[src/rtl/instruction_fetch_stage_pkg.sv]
// Shared constants and types for the instruction fetch stage.
package instruction_fetch_stage_pkg;

  localparam logic [31:0] NOP_INSTR_DEFAULT = 32'h0000_0013;
  localparam logic [31:0] RESET_PC_DEFAULT  = 32'h0000_0000;
  localparam logic [31:0] ECALL_INSTR       = 32'h0000_0073;
  localparam logic [31:0] EBREAK_INSTR      = 32'h0010_0073;

  typedef enum logic {
    RUN    = 1'b0,
    HALTED = 1'b1
  } fetch_state_e;

  function automatic logic is_halt_instr(input logic [31:0] instr);
    return (instr == ECALL_INSTR) || (instr == EBREAK_INSTR);
  endfunction

endpackage

[src/rtl/instruction_fetch_stage_if_id_reg.sv]
// IF/ID pipeline register. Reset and flush both produce a bubble; flush beats load.
module if_id_reg
  import instruction_fetch_stage_pkg::*;
#(
  parameter logic [31:0] NOP_INSTR = NOP_INSTR_DEFAULT
) (
  input  logic        clk,
  input  logic        rst,
  input  logic        load_i,
  input  logic        flush_i,
  input  logic [31:0] pc_i,
  input  logic [31:0] pc_plus4_i,
  input  logic [31:0] instr_i,
  output logic [31:0] pc_o,
  output logic [31:0] pc_plus4_o,
  output logic [31:0] instr_o,
  output logic        valid_o
);

  logic [31:0] pc_q, pc_d;
  logic [31:0] pc_plus4_q, pc_plus4_d;
  logic [31:0] instr_q, instr_d;
  logic        valid_q, valid_d;

  always_comb begin
    pc_d       = pc_q;
    pc_plus4_d = pc_plus4_q;
    instr_d    = instr_q;
    valid_d    = valid_q;
    if (flush_i) begin
      pc_d       = 32'd0;
      pc_plus4_d = 32'd0;
      instr_d    = NOP_INSTR;
      valid_d    = 1'b0;
    end else if (load_i) begin
      pc_d       = pc_i;
      pc_plus4_d = pc_plus4_i;
      instr_d    = instr_i;
      valid_d    = 1'b1;
    end
  end

  always_ff @(posedge clk) begin
    if (rst) begin
      pc_q       <= 32'd0;
      pc_plus4_q <= 32'd0;
      instr_q    <= NOP_INSTR;
      valid_q    <= 1'b0;
    end else begin
      pc_q       <= pc_d;
      pc_plus4_q <= pc_plus4_d;
      instr_q    <= instr_d;
      valid_q    <= valid_d;
    end
  end

  assign pc_o       = pc_q;
  assign pc_plus4_o = pc_plus4_q;
  assign instr_o    = instr_q;
  assign valid_o    = valid_q;

endmodule

[src/rtl/instruction_fetch_stage.sv]
// Instruction fetch: PC register, RUN/HALTED FSM, fetch counter and misalign flag.
module instruction_fetch_stage
  import instruction_fetch_stage_pkg::*;
#(
  parameter logic [31:0] RESET_PC  = RESET_PC_DEFAULT,
  parameter logic [31:0] NOP_INSTR = NOP_INSTR_DEFAULT
) (
  input  logic        clk,
  input  logic        rst,
  input  logic        stall,
  input  logic        redirect_valid,
  input  logic [31:0] redirect_target,
  output logic [29:0] imem_addr,
  input  logic [31:0] imem_data,
  output logic [31:0] ifid_pc,
  output logic [31:0] ifid_pc_plus4,
  output logic [31:0] ifid_instr,
  output logic        ifid_valid,
  output logic        halted,
  output logic        misalign_fault,
  output logic [31:0] fetch_count
);

  fetch_state_e state_q, state_d;
  logic [31:0]  pc_q, pc_d;
  logic [31:0]  count_q, count_d;
  logic         fault_q, fault_d;
  logic [31:0]  pc_plus4;
  logic         fire;
  logic         flush;

  assign pc_plus4 = pc_q + 32'd4;

  always_comb begin
    state_d = state_q;
    pc_d    = pc_q;
    count_d = count_q;
    fault_d = fault_q;
    fire    = 1'b0;
    flush   = 1'b0;
    if (redirect_valid) begin
      // Redirect wins over stall and over HALTED.
      pc_d    = {redirect_target[31:2], 2'b00};
      state_d = RUN;
      flush   = 1'b1;
      if (redirect_target[1:0] != 2'b00) begin
        fault_d = 1'b1;
      end
    end else begin
      case (state_q)
        RUN: begin
          if (!stall) begin
            fire    = 1'b1;
            pc_d    = pc_plus4;
            count_d = count_q + 32'd1;
            if (is_halt_instr(imem_data)) begin
              state_d = HALTED;
            end
          end
        end
        HALTED: begin
          flush = 1'b1;
        end
        default: begin
          state_d = RUN;
        end
      endcase
    end
  end

  always_ff @(posedge clk) begin
    if (rst) begin
      state_q <= RUN;
      pc_q    <= RESET_PC;
      count_q <= 32'd0;
      fault_q <= 1'b0;
    end else begin
      state_q <= state_d;
      pc_q    <= pc_d;
      count_q <= count_d;
      fault_q <= fault_d;
    end
  end

  if_id_reg #(
    .NOP_INSTR (NOP_INSTR)
  ) u_if_id_reg (
    .clk        (clk),
    .rst        (rst),
    .load_i     (fire),
    .flush_i    (flush),
    .pc_i       (pc_q),
    .pc_plus4_i (pc_plus4),
    .instr_i    (imem_data),
    .pc_o       (ifid_pc),
    .pc_plus4_o (ifid_pc_plus4),
    .instr_o    (ifid_instr),
    .valid_o    (ifid_valid)
  );

  assign imem_addr      = pc_q[31:2];
  assign halted         = (state_q == HALTED);
  assign misalign_fault = fault_q;
  assign fetch_count    = count_q;

endmodule

[config.mk]
export PLATFORM = sky130hd
export DESIGN_NAME = instruction_fetch_stage
export DESIGN_NICKNAME = d
export VERILOG_FILES = /design/src/rtl/instruction_fetch_stage_pkg.sv /design/src/rtl/instruction_fetch_stage_if_id_reg.sv /design/src/rtl/instruction_fetch_stage.sv
export SDC_FILE = /design/constraint.sdc
export NUM_CORES = 1
export LEC_CHECK = 0
export CAP_MARGIN = 15
export CORE_MARGIN = 2
export CORE_UTILIZATION = 46
export CTS_CLUSTER_SIZE = 8
export DETAILED_ROUTE_END_ITERATION = 6
export GPL_ROUTABILITY_DRIVEN = 0
export HOLD_SLACK_MARGIN = 0.03
export PLACE_DENSITY_LB_ADDON = 0.25
export SLEW_MARGIN = 10
export SYNTH_ARGS = -nofsm -noshare
export SYNTH_HDL_FRONTEND = slang
export SYNTH_SLANG_ARGS = --single-unit
[constraint.sdc]
create_clock -name clk -period 3 [get_ports clk]
set_input_delay 0.6 -clock clk [delete_from_list [all_inputs] [get_ports clk]]
set_output_delay 0.6 -clock clk [all_outputs]
set_load 0.02 [all_outputs]
# After elaboration in Yosys (flattened, before gate mapping)
# Index checks and enable logic that the tools add are counted.
dict set report classes {
  n_addsub 2
  n_eq_ne 4
  n_mux 11
  bitwise_logic 3
  n_reduce_logical 8
}
# op n
set ops {}
lappend ops {{$mux 32} 3}
lappend ops {{$add 32x1->32 const B} 1}
lappend ops {{$add 32x3->32 const B} 1}
lappend ops {{$eq 32x21->1 const B} 1}
lappend ops {{$eq 32x7->1 const B} 1}
lappend ops {{$mux 1} 8}
lappend ops {{$reduce_and 2->1} 3}
lappend ops {{$reduce_or 2->1} 2}
lappend ops {{$not 1->1} 3}
lappend ops {{$reduce_and 3->1} 1}
lappend ops {{$ne 2x1->1 const B} 1}
lappend ops {{$ne 2x2->1 const B} 1}
lappend ops {{$reduce_bool 2->1} 1}
lappend ops {{$logic_or 1x1->1} 1}
dict set report totals {
  regBits 163
  input_bits 68
  elab_cells 37
}

# Depth between registers and ports, before layout
# Gate-level depths: netlist (run 1).
dict set report logic_depth {
  ltp_word 5
  depth_mapped 8
}

# Hierarchy
# From an unflattened synthesis (run 1), not the netlist that was laid out.
dict set report hier_totals {
  hier_cells 777
  hier_area_um2 7277.0
}
# mod instances cells_per_inst area_per_inst_um2 seq_area_each_um2
set by_module_without_submodules {}
lappend by_module_without_submodules {instruction_fetch_stage 1 462 3796.1 1281.2}
lappend by_module_without_submodules {if_id_reg 1 315 3480.8 1941.9}

# Worst setup path before layout (run 1)
# OpenSTA, ideal clock, no wires.
dict set report synth_timing {
  path_type {input to register}
  from {input redirect_valid}
  to {register count_q[29], in the netlist fetch_count[29]}
  setup_time_ns 0.128
  arrival_time_ns 2.318
  t_required_ns 2.872
  setup_slack_ns 0.554
  cell_stages 8
  path_buffers 3
  cell_sequence {buf_6 or3_1 buf_2 or4_4 buf_6 nor4b_4 xnor2_1 nor2_1}
}
dict set report synth_between {
  elab_chain_len 2
}
# element line_no
set synth_rtl {}
lappend synth_rtl {{from (decl)} instruction_fetch_stage.sv:11} ;# input logic redirect_valid,
lappend synth_rtl {{$not 1->1 (no source line)} --}
lappend synth_rtl {{$reduce_and 3->1 (no source line)} --}
lappend synth_rtl {{to (signal assigned)} instruction_fetch_stage.sv:80} ;# count_q <= count_d;
lappend synth_rtl {{to (decl)} instruction_fetch_stage.sv:26} ;# logic [31:0] count_q, count_d;
# No other way between the ends.
# A chain may end at the register's enable or synchronous reset.

# Worst setup path after layout (run 1)
dict set report layout_timing {
  from {input redirect_valid}
  to {register count_q[9], in the netlist fetch_count[9]}
}
# Same word-level chain as after synthesis.

==> key figures, run 1 <==
Clock tree
  – Clk slew on worst S/H paths: 0.06 ns
  – H-tree depth: 4
  – Total CTS buffers: 17
  – Clock Sinks: 157
  – # hold bufs at CTS: 0
  – CTS tree: yes
  – CTS max path bufs: 2
  – Postcts setup bufs: 0
  – Root buf cell: clkbuf_16
  – PostCTS Resize Cnt: 0
  – Skew-Pair Late Insertion Delay: 0.42 ns

Route
  – DRC: 0
  – Vias post-DR: 6724
  – Vias per cell: 5.396
  – Remaining antenna violation count: 0
  – Initial DRC Count: 438
  – Wire per inst: 16.25 um
  – First-pass detailed-route iteration total: 5
  – DRT Wirelength: 20250 um

Cells and area
  – Nets: 1119
  – P&R area growth vs syn: 43.81%
  – Fraction of layout cells with a size suffix above 1: 6.309%
  – Inserted Diodes: 0
  – # fillers: 1222
  – Fin area: 0.009833 mm2

Floorplanning
  – Horiz. Die Dim: 125.9 um
  – Placeable Area: 0.01453 mm2
  – Die area: 0.01586 mm2
  – Ports: 229
  – Initial Utilization: 47.05%
  – Num rows: 44
  – Overall die height: 125.9 um

Job
  – Max cap viols: 0

Synth
  – Syn Inst Count: 850
  – Syn Area/Cell: 8.044 um2
  – Synthesis Warnings: 0
  – Most used DFF post-synth: dfxtp_1
  – Ys async rst share: 0%
  – Yosys reg bits: 157
  – Sequential-to-total area share from yosys stat: 45.97%
  – Cell Area, Synth: 0.006838 mm2
  – Post-synth EDFFs: 0
  – Number of library cell types mapped by synthesis: 38

STA
  – Period utilisation layout: 83.27%
  – Setup TNS: 0 ns
  – Unrepaired setup endpoints after global routing: no
  – Worst Skew: 0.008486 ns
  – Fmax: 400.3 MHz
  – Measured slew at the worst slew-check pin: 0.7873 ns
  – Setup violations, final: 0
  – Final Slew Violations: 0
  – Final Critical Period: 2.498 ns
  – Count of final hold-check violations: 0
  – Max_slew headroom: 47.51%

GRT
  – First-pass GRT wire length: 32510 um
  – Largest net degree at the start of global routing: 89
  – Initial antenna violation count: 1
  – GRT overflow: 0
  – Vias in the first global route: 6303
  – GRT Overall Usage: 25.17%

Place
  – I/O Buffers: 224
  – HPWL after detailed placement: 14050 um
  – Post-Place Cell Area: 0.009226 mm2

Critical path
  – Worst setup EP type: flop
  – CP arrival: 2.80 ns
  – CP max stage cell: or3_2
  – Max FO, Critical Path: 71
  – WS Path Type: in -> reg
  – Type of origin of the critical path: input port
  – Cell Chain, Critical Path: clkdlybuf4s50_1 > or3_2 > buf_4 > or2_2 > nor3_1 > xnor2_1 > nor2_1
  – Req. time, crit path: 3.30 ns
  – Max stage delay on crit path: 0.51 ns

Pwr
  – Maximum vdd drop: 0.0003963 V
  – Leak: 3.302 nW
  – Clock network fraction of total power: 44.4%
  – Sw Ratio: 24.90%
  – P_int: 0.003739 W
  – P_sw: 0.001240 W
  – Comb power frac: 11.1%
  – Reg power frac: 44.5%
  – PwrDens: 506.3 mW/mm2

Outcome
  – Outcome: complete, no violations

Hold path
  – Worst hold path type: reg -> reg
## cells in the mapped netlist (5+ instances only)
cell type	instances	area (um2)
nand4_1	26	162.7
nor3_1	24	120.1
xor2_1	35	306.5
inv_1	9	33.78
nor2_1	81	304.0
and3_1	5	31.28
clkbuf_1	60	225.2
o21ai_0	27	135.1
and4_1	7	61.31
a21oi_1	92	460.4
or3_1	8	50.05
nand2_1	160	600.6
buf_2	5	25.02
nand3_1	25	125.1
dfxtp_1	157	3143
a211oi_1	24	180.2
nor4_1	20	125.1
xnor2_1	48	420.4
## logic make-up (layout without fill, tap and decap cells)
group	count (synthesis)	in the layout	synth area share, %
compound gates	150	150	12.20
xor+xnor	83	83	10.63
fa+ha+maj	2	2	0.3659
buf+inv	82	291	5.032
flops	157	157	45.97
mux	2	2	0.2928
other cells	1	4	0.05484
simple gates	373	373	25.45
## cells in the final DEF (no fill, tap or decap), types with 26 or more instances in the layout
| cell type | count |
|---|---|
| o21ai_0 | 27 |
| nand2_1 | 160 |
| nor2_1 | 81 |
| xnor2_1 | 48 |
| xor2_1 | 35 |
| clkdlybuf4s50_1 | 223 |
| nand4_1 | 26 |
| dfxtp_1 | 157 |
| a21oi_1 | 92 |
## per-stage QoR
| stage | hold WS [ns] | util [%] | cells | power [W] | setup WS, ns |
|---|---|---|---|---|---|
| 6_report | 0.4488 | 67.66 | 1246 | 0.004978 | 0.5020 |
| 5_1_grt | 0.4659 | 67.66 | 1246 | 0.005154 | 0.3043 |
| 4_1_cts | 0.4509 | 67.66 | 1246 | 0.005017 | 0.4813 |
| 3_5_place_dp | 0.4414 | 63.48 | 1214 | 0.002811 | 0.03683 |
| 3_3_place_gp | 0.4331 | 63.48 | 1214 | 0.002808 | 0.07235 |
| 2_1_floorplan | 0.5222 | - | 853 | 0.002526 | 0.5541 |
## layout make-up
| cell class | count | area (um2) | area share, % |
|---|---|---|---|
| Sequential cell | 157 | 3143 | 31.96 |
| Timing Repair Buffer | 250 | 2445 | 24.86 |
| Tap cell | 184 | 230.2 | 2.341 |
| Clock inverter | 13 | 163.9 | 1.667 |
| Inverter | 9 | 33.78 | 0.3436 |
| Clock buffer | 19 | 442.9 | 4.504 |
| Multi-Input combinational cell | 614 | 3374 | 34.32 |
## state kept, by name (all words and copies together) (netlist names)
signal	count
u_if_id_reg.instr_o	32
halted	1
fetch_count	32
misalign_fault	1
pc_q	30
u_if_id_reg.pc_o	30
u_if_id_reg.pc_plus4_o	30
u_if_id_reg.valid_o	1
## power by group through the flow
stage	Clock (W)	Combinational [W]	Sequential, W
floorplan	0	0.000222	0.00230
global placement	0	0.000550	0.00226
detailed placement	0	0.000553	0.00226
CTS	0.00225	0.000557	0.00221
global route	0.00233	0.000598	0.00222
finish	0.00221	0.000555	0.00221
## path summary, 6_finish.rpt
path / slack [ns] / startpoint / cells after the start / end
worst min-delay path: 0.45 / misalign_fault / 2 / misalign_fault
worst max register to register: 0.69 / halted / 6 / fetch_count[9]
worst min register to register: 0.45 / misalign_fault / 2 / misalign_fault
worst max-delay path: 0.50 / redirect_valid / 7 / fetch_count[9]
## critical path, delay by kind of cell
family | cells | cell delay (ns)
and+or+nand+nor | 4 | 1.19
buffers and inverters | 2 | 0.83
xor gates and xnor gates | 1 | 0.16
## metal layers
layer	routed length, um	global-route usage [%]	vias up
li1	-	-	3281
met1	8285	31.26	3143
met2	9868	41.97	266
met3	1720	7.901	32
met4	357	7.692	2
met5	13	0	-
Note: power is estimated with default switching activity, not from simulation.
==> run 2: changes to the inputs <==
--- a/config.mk
+++ b/config.mk
@@ -7,7 +7,7 @@
 export LEC_CHECK = 0
 export CAP_MARGIN = 15
 export CORE_MARGIN = 2
-export CORE_UTILIZATION = 46
+export CORE_UTILIZATION = 42
 export CTS_CLUSTER_SIZE = 8
 export DETAILED_ROUTE_END_ITERATION = 6
 export GPL_ROUTABILITY_DRIVEN = 0
==> constraint.sdc (replaced) <==
create_clock -name clk -period 2.2 [get_ports clk]
set_input_delay 0.44 -clock clk [delete_from_list [all_inputs] [get_ports clk]]
set_output_delay 0.44 -clock clk [all_outputs]
set_load 0.02 [all_outputs]
==> key figures, run 2 (synthesized netlist as in run 1, its figures left out) <==
Cells and area
  – Multi-input gate area: 0.003435 mm2 (+1.8%)
  – Commonest non-fill, non-tap cell in the layout: clkdlybuf4s50_1
  – Commonest non-fill, non-tap cells in the layout: 223 x clkdlybuf4s50_1, 160 x nand2_1, 157 x dfxtp_1
  – Nets: 1153 (+3.0%)
  – Inserted Diodes: 0 (unchanged)
  – Utilization after layout: 64.89% (-2.8 points)
  – Fraction of layout cells with a size suffix above 1: 10.13% (+3.8 points)
  – # fillers: 1380 (+13%)
  – Flip-flop and latch area: 0.003143 mm2 (unchanged)
  – P&R area growth vs syn: 50.74%

Clock tree
  – CTS max path bufs: 2 (unchanged)
  – H-tree depth: 4 (unchanged)
  – # hold bufs at CTS: 0 (unchanged)
  – Root buf cell: clkbuf_16
  – CTS tree: yes
  – Skew-Pair Late Insertion Delay: 0.43 ns (about the same)
  – Clk slew on worst S/H paths: 0.06 ns (about the same)
  – Total CTS buffers: 17 (unchanged)
  – Clock Sinks: 157 (unchanged)

Critical path
  – Type of origin of the critical path: flop
  – Req. time, crit path: 2.50 ns (-0.80 ns)
  – CP arrival: 2.38 ns (-0.42 ns)
  – CP max stage cell: or4_4
  – CP delay by family, top: simple AND/OR/NAND/NOR gates
  – Worst setup EP type: flop
  – WS Path Type: reg -> reg
  – Max FO, Critical Path: 4 (-94%)
  – Cell Chain, Critical Path: ha_1 > nand3_1 > or4_4 > nor4_1 > xnor2_1 > a21oi_1
  – Crit path buf inv count: 0 (-2)
  – Max stage delay on crit path: 0.55 ns (+0.04 ns)

Pwr
  – Leak: 3.542 nW (+7.3%)
  – Total power: 0.007179 W (+44%)
  – P_int: 0.005436 W (+45%)
  – PwrDens: 696.5 mW/mm2 (+38%)
  – Sw Ratio: 24.27% (-0.63 points)
  – Clock network fraction of total power: 46.7% (+2.3 points)
  – Maximum vdd drop: 0.0005279 V (+33%)
  – Reg power frac: 41.6% (-2.9 points)
  – P_sw: 0.001742 W (+41%)
  – Comb power frac: 11.7% (+0.6 points)

STA
  – Worst hold slack: 0.4447 ns (-0.004075 ns)
  – Setup WS post-layout: 0.1192 ns (-0.3828 ns)
  – Worst Skew: 0.008440 ns (-0.00004616 ns)
  – Count of final hold-check violations: 0 (unchanged)
  – Final Critical Period: 2.081 ns
  – Final Slew Violations: 0 (unchanged)
  – Setup violations, final: 0 (unchanged)
  – Fmax: 480.6 MHz
  – Period utilisation layout: 94.58%
  – Unrepaired setup endpoints after global routing: no

Floorplanning
  – Num rows: 46 (+4.5%)
  – Die area: 0.01732 mm2 (+9.2%)
  – Ports: 229 (unchanged)
  – Overall die height: 131.6 um (+4.5%)
  – Initial Utilization: 43.05% (-4.0 points)
  – Horiz. Die Dim: 131.6 um (+4.5%)
  – Placeable Area: 0.01589 mm2 (+9.3%)

GRT
  – GRT overflow: 0 (unchanged)
  – Vias in the first global route: 6421 (+1.9%)
  – GRT Overall Usage: 24.05% (-1.1 points)
  – Largest net degree at the start of global routing: 72 (-19%)
  – First-pass GRT wire length: 33550 um (+3.2%)
  – Initial antenna violation count: 0 (-1)

Job
  – Max cap viols: 0 (unchanged)

Route
  – First-pass detailed-route iteration total: 5 (unchanged)
  – DRC: 0 (unchanged)
  – DRT Wirelength: 21260 um (+5.0%)
  – Vias per cell: 5.175 (-4.1%)
  – Vias post-DR: 6789 (+0.97%)
  – Remaining antenna violation count: 0 (unchanged)
  – Wire per inst: 16.20 um (-0.27%)
  – Initial DRC Count: 417 (-4.8%)

Place
  – I/O Buffers: 224 (unchanged)
  – HPWL after detailed placement: 14930 um (+6.3%)
  – Post-placement setup slack: -0.4466 ns (-0.4834 ns)

Outcome
  – Outcome: complete, no violations

Hold path
  – Worst hold path type: in -> reg
[run 2: layout make-up]
class                      instances  share of cell area [%]
tap                              216                   2.622
inverter                           9                  0.3277
sequential                       157                   30.49
timing repair buffer             283                   26.68
clock inverter                    12                   2.027
multi-input combinational        615                   33.32
clock buffer                      20                   4.528
[run 2: power groups by stage]
stage          Sequential, W  Combinational [W]  Clock, W
2_1_floorplan        0.00314           0.000304         0
3_3_place_gp         0.00305           0.000829         0
3_5_place_dp         0.00305           0.000834         0
4_1_cts              0.00299           0.000841   0.00339
5_1_grt              0.00300           0.000898   0.00352
6_report             0.00299           0.000839   0.00335
[run 2: path summary, 6_finish.rpt]
path / startpoint / endpoint / depth (start not counted) / slack [ns]
hold / removal: rst / u_if_id_reg.pc_plus4_o[8] / 3 / 0.44
setup reg to reg: pc_q[2] / u_if_id_reg.pc_plus4_o[30] / 6 / 0.12
hold reg to reg: misalign_fault / misalign_fault / 2 / 0.45
setup / recovery: pc_q[2] / u_if_id_reg.pc_plus4_o[30] / 6 / 0.12
[run 2: routing by layer]
layer	vias up	wire, um	track usage (%)
li1	3357	-	-
met1	3196	8908	28.58
met2	205	10490	41.42
met3	31	1338	6.520
met4	0	525	9.058
met5	-	0	0
[run 2: through the flow]
stage | instances | area, um2 | setup TNS (ns)
3_3_place_gp | 1279 | 9570 | -5.124
4_1_cts | 1311 | 10250 | 0
3_5_place_dp | 1279 | 9570 | -5.992
5_1_grt | 1312 | 10310 | 0
6_report | 1312 | 10310 | 0
2_1_floorplan | 853 | 6862 | -0.05056
[run 2: what timing repair did]
action	CTS	global route
setup endpoints to repair	3	14
buffers inserted	0	0
pin swaps	2	0
gates resized for setup	1	12
cloned	0	1
[run 2: worst register-to-register path, stage by stage (launching register included)]
cell	delay, ns
dfxtp_1	0.35
ha_1	0.20
nand3_1	0.19
or4_4	0.55
nor4_1	0.40
xnor2_1	0.18
a21oi_1	0.09
